File: src/rtl/arbitro_ram.sv
// Round-robin arbiter that gives two requesters shared access to one synchronous RAM.
// Each access takes three cycles: grant (ACCESO), read capture (CAPTURA), then done in IDLE.
module arbitro_ram #(
    parameter int unsigned PROFUNDIDAD = 11
) (
    input  logic       clk,
    input  logic       rst,
    input  logic       req_a,
    input  logic       req_b,
    input  logic       we_a,
    input  logic       we_b,
    input  logic [7:0] dir_a,
    input  logic [7:0] dir_b,
    input  logic [7:0] dato_e_a,
    input  logic [7:0] dato_e_b,
    output logic       gnt_a,
    output logic       gnt_b,
    output logic       done_a,
    output logic       done_b,
    output logic       err_a,
    output logic       err_b,
    output logic [7:0] dato_s_a,
    output logic [7:0] dato_s_b,
    output logic       ocupado,
    output logic [7:0] ram_direccion,
    output logic [7:0] ram_dato_e,
    output logic       ram_en,
    input  logic [7:0] ram_dato_s
);

    localparam int unsigned AW = 8;
    localparam int unsigned DW = 8;

    typedef enum logic [1:0] {
        IDLE    = 2'd0,
        ACCESO  = 2'd1,
        CAPTURA = 2'd2
    } estado_t;

    estado_t estado;
    estado_t estado_sig;

    logic          puntero;   // 0 favours A, 1 favours B
    logic          lat_b;
    logic          lat_we;
    logic          lat_fuera;

    logic          hay_req_c;
    logic          sel_b_c;
    logic          we_sel_c;
    logic          fuera_c;
    logic [AW-1:0] dir_sel_c;
    logic [DW-1:0] dato_sel_c;

    // State register
    always_ff @(posedge clk or posedge rst) begin
        if (rst) begin
            estado <= IDLE;
        end else begin
            estado <= estado_sig;
        end
    end

    // Next-state logic
    always_comb begin
        estado_sig = estado;
        case (estado)
            IDLE:    if (hay_req_c) estado_sig = ACCESO;
            ACCESO:  estado_sig = CAPTURA;
            CAPTURA: estado_sig = IDLE;
            default: estado_sig = IDLE;
        endcase
    end

    // Arbitration and selection of the winning requester's fields
    always_comb begin
        hay_req_c  = req_a | req_b;
        sel_b_c    = req_b & (~req_a | puntero);
        we_sel_c   = sel_b_c ? we_b : we_a;
        dir_sel_c  = sel_b_c ? dir_b : dir_a;
        dato_sel_c = sel_b_c ? dato_e_b : dato_e_a;
        fuera_c    = 32'(dir_sel_c) >= PROFUNDIDAD;
    end

    // Registered outputs; pulses default low every cycle
    always_ff @(posedge clk or posedge rst) begin
        if (rst) begin
            puntero       <= 1'b0;
            lat_b         <= 1'b0;
            lat_we        <= 1'b0;
            lat_fuera     <= 1'b0;
            gnt_a         <= 1'b0;
            gnt_b         <= 1'b0;
            done_a        <= 1'b0;
            done_b        <= 1'b0;
            err_a         <= 1'b0;
            err_b         <= 1'b0;
            dato_s_a      <= '0;
            dato_s_b      <= '0;
            ocupado       <= 1'b0;
            ram_direccion <= '0;
            ram_dato_e    <= '0;
            ram_en        <= 1'b0;
        end else begin
            gnt_a   <= 1'b0;
            gnt_b   <= 1'b0;
            done_a  <= 1'b0;
            done_b  <= 1'b0;
            err_a   <= 1'b0;
            err_b   <= 1'b0;
            ram_en  <= 1'b0;
            ocupado <= (estado_sig != IDLE);
            case (estado)
                IDLE: begin
                    if (hay_req_c) begin
                        gnt_a         <= ~sel_b_c;
                        gnt_b         <= sel_b_c;
                        puntero       <= ~sel_b_c;
                        lat_b         <= sel_b_c;
                        lat_we        <= we_sel_c;
                        lat_fuera     <= fuera_c;
                        ram_direccion <= dir_sel_c;
                        ram_dato_e    <= dato_sel_c;
                        ram_en        <= we_sel_c & ~fuera_c;
                    end
                end
                ACCESO: begin
                end
                CAPTURA: begin
                    done_a <= ~lat_b;
                    done_b <= lat_b;
                    err_a  <= ~lat_b & lat_fuera;
                    err_b  <= lat_b & lat_fuera;
                    if (!lat_we && !lat_fuera) begin
                        if (lat_b) dato_s_b <= ram_dato_s;
                        else       dato_s_a <= ram_dato_s;
                    end
                end
                default: begin
                end
            endcase
        end
    end

endmodule

File: config.mk
export PLATFORM = sky130hd
export DESIGN_NAME = arbitro_ram
export DESIGN_NICKNAME = d
export VERILOG_FILES = /design/src/rtl/arbitro_ram.sv
export SDC_FILE = /design/constraint.sdc
export NUM_CORES = 1
export LEC_CHECK = 0
export ABC_AREA = 1
export BUFFER_PORTS_ARGS = -buffer_cell sky130_fd_sc_hd__buf_2
export CAP_MARGIN = 25
export CELL_PAD_IN_SITES_DETAIL_PLACEMENT = 0
export CELL_PAD_IN_SITES_GLOBAL_PLACEMENT = 2
export CORE_ASPECT_RATIO = 0.8
export CORE_MARGIN = 5
export CORE_UTILIZATION = 23
export DETAILED_ROUTE_END_ITERATION = 10
export PLACE_DENSITY = 0.81
export SYNTH_ARGS = -nofsm -noshare
export SYNTH_HDL_FRONTEND = slang
export SYNTH_SLANG_ARGS = --single-unit
File: constraint.sdc
create_clock -name clk -period 1.18 [get_ports clk]
set_input_delay 0.059 -clock clk [delete_from_list [all_inputs] [get_ports clk]]
set_output_delay 0.059 -clock clk [all_outputs]
set_load 0.01 [all_outputs]
==> metrics <==
DRT antenna net count 0; fmax between 700 and 800 MHz; Combinational Power Share 0.457; Clock power frac 0.164; Cells after Synth ~210; Worst VDD drop around 0.85 mV; TritonCTS Buffers 5; via count roughly 1800; chip height about 90 um; GPL Wtd Cong roughly 0.82; Final Max Tran Viols 0; DRC viols 0; max-cap viol count 0; Tightest Pin Transition ~0.33 ns; kind of critical path flop to flop; Slowest-stage cell, CP dfrtp_1; Worst setup SP type flop; cell mode on critical path nand2_1; GRT Overall Usage 0.107; grt total ovfl 0; P per Cell Area 2380 nW/um^2; Area after DPL approximately 2600 sq um; worst min-delay path category primary input to flop; failing checks negative setup slack; overall routed net length ~5400 um; CP arrival approximately 1.5 ns; Syn-to-layout area delta 58.5%; clk_skew approximately 0.011 ns; Period minus WS final 1.26 ns; mapped cell area around 1900 sq um; # port buffers 85; WL/cell 12.2 um; clk_lat worst skew ~0.30 ns; Top Family by Delay on Critical Path simple AND/OR/NAND/NOR gates; Core Area about 8000 sq um; final worst slack -0.0779 ns; Final Hold Viols 0; CTS tree done; Rows 29; vias in the first global route 1833; worst path cell trace inv_2 > nand2_4 > buf_6 > nand3_2 > nand2_1 > nand2_1 > nand2_1 > nand2_2 > nand2_2 > nand2_2 > nand2_1; CP max stage delay about 0.38 ns; starting density of the core 0.237; Die Footprint between 10000 and 15000 sq um; design area 3000 sq um; dpl ws -0.115 ns; nets 382; syn_nets 260; H-Tree Depth 2; Reg power frac 0.380; DP HPWL 4080 um; clock-pin slew on the worst setup and hold paths roughly 0.10 ns; crit end category flop; Slew headroom 0.781; drt initial violations 48; sw power about 2700 uW; Die Span X ~110 um; Crit Path Max Fanout 4; Sink Count between 40 and 50; first-pass GRT wire length 8960 um; Yosys warning count 0; first-pass detailed-route iteration total 4; final worst path period share 1.07; Seq/Total Area, Yosys 0.609; clock root cell clkbuf_8; leakage power 0.00158 uW; Yosys cell types 20; largest net degree at the start of global routing 35; Worst Path Required about 1.4 ns; Seq cells post-synth 46; Setup-failing EPs final 9; Switching Fraction 0.384; outcome complete, but fails checks; final core utilization 0.375; mean post-synth cell area approximately 8.8 sq um; Ports between 80 and 90; P_int about 4400 uW; share of cells above drive strength 1 0.469; Buf/Inv on CP 2; Max Root-Sink Buffers 2; n_diodes 0; DR vias/cell ~4.1; setup repair after global routing missed its margin true; initial antenna violation count 0
-- per-stage QoR --
step	hold WS [ns]	TNS, ns	cells	total power (uW)
floorplan	0.199	-0.0180	214	4170
global placement	0.0361	-0.554	422	5500
detailed placement	0.0387	-1.33	422	5530
CTS	0.00226	-0.0513	440	6940
global route	0.00972	-3.01	445	7750
finish	0.00977	-0.293	445	7130
-- logic make-up (layout without fill, tap and decap cells) --
group / Yosys count / in the layout / share of synthesized area
compound gates: 48 / 48 / 0.134
buf+inv: 31 / 152 / 0.0682
simple gates: 89 / 91 / 0.189
flops: 46 / 46 / 0.609
-- power groups by stage --
stage	logic, uW	registers [uW]	clock network (uW)
after floorplan	1190	2980	0
after global placement	2820	2670	0
after detailed placement	2840	2680	0
after CTS	3050	2680	1210
after global routing	3660	2810	1280
final	3260	2710	1170
-- layer usage --
metal,up-vias,routed length (um),part of all wire,global-route usage
met2,56,2540,0.47,0.169
met3,2,354,0.065,0.0385
li1,925,-,-,-
met1,835,2530,0.46,0.143
met5,-,0,0,0
met4,0,23,0.0042,0.0243
-- placed cells by master, fill, tap and decap left out, types with 2 or more instances in the layout --
cell | synthesis | routed
a31oi_1 | 3 | 3
inv_1 | 21 | 19
nand2_8 | 0 | 2
o21ai_0 | 18 | 8
nand3b_1 | 2 | 2
nand2_1 | 59 | 47
inv_2 | 2 | 4
nor2_1 | 20 | 15
clkinv_2 | 0 | 2
o21ai_2 | 1 | 7
nor2_2 | 2 | 4
dfrtp_1 | 46 | 46
nor2_4 | 0 | 3
clkbuf_8 | 0 | 5
nand2_2 | 2 | 10
nand2_4 | 0 | 4
buf_4 | 2 | 23
nor3_1 | 2 | 2
buf_6 | 0 | 4
a21oi_1 | 16 | 15
dlygate4sd3_1 | 0 | 8
buf_2 | 4 | 85
o21ai_1 | 8 | 12
-- synthesized netlist by cell type --
cell,count,share of area
o21bai_1,1,0.0040
nor3_1,2,0.0053
clkbuf_1,2,0.0040
nand3_1,2,0.0053
o21ai_1,8,0.021
o21ai_0,18,0.048
o21ai_2,1,0.0046
a31oi_1,3,0.0099
nand3b_1,2,0.0079
a21oi_1,16,0.042
nand2_2,2,0.0066
inv_1,21,0.042
buf_4,2,0.0079
nor2_2,2,0.0066
nand2_1,59,0.12
a21boi_1,1,0.0040
dfrtp_1,46,0.61
buf_2,4,0.011
inv_2,2,0.0040
nor2_1,20,0.040
-- final timing paths --
| path | cells after the start | endpoint | slack [ns] | start |
|---|---|---|---|---|
| max | 11 | lat_fuera | -0.08 | puntero |
| min | 3 | ram_dato_e[6] | 0.01 | dato_e_b[6] |
| max reg2reg | 11 | lat_fuera | -0.08 | puntero |
| min reg2reg | 2 | ram_direccion[7] | 0.49 | ram_direccion[7] |
| max in group asynchronous | 4 | dato_s_a[5] | 0.45 | rst |
| min in group asynchronous | 3 | ram_dato_e[4] | 0.24 | rst |
-- final cells by class --
type / instances / area [sq um]
clock inverters: 3 / 40.0
flip-flops and latches: 46 / 1150
well taps: 108 / 135
multi-input cells: 139 / 771
inverters: 23 / 86.3
fillers: 849 / 4990
clock buffers: 5 / 68.8
repair buffers: 121 / 743
-- sequential cells by signal, summed over array words and instances, names as in the netlist, 2 cells and up --
name,cells
dato_s_a,8
dato_s_b,8
estado,2
ram_dato_e,8
ram_direccion,8
-- worst reg2reg max path, cell delays in order (launching register included) --
cell and delay [ns]:
dfrtp_1 0.38, inv_2 0.08, nand2_4 0.09, buf_6 0.14, nand3_2 0.06, nand2_1 0.05, nand2_1 0.07, nand2_1 0.06
nand2_2 0.07, nand2_2 0.06, nand2_2 0.06, nand2_1 0.04
-- what timing repair did --
action,CTS,global route
hold buffers,7,1
resized for setup,16,32
pin swaps,1,17
setup endpoints to repair,33,37
setup buffers,3,2
cloned,0,2
endpoints found under the hold margin,18,1
Power figures use the tool's default switching activity.
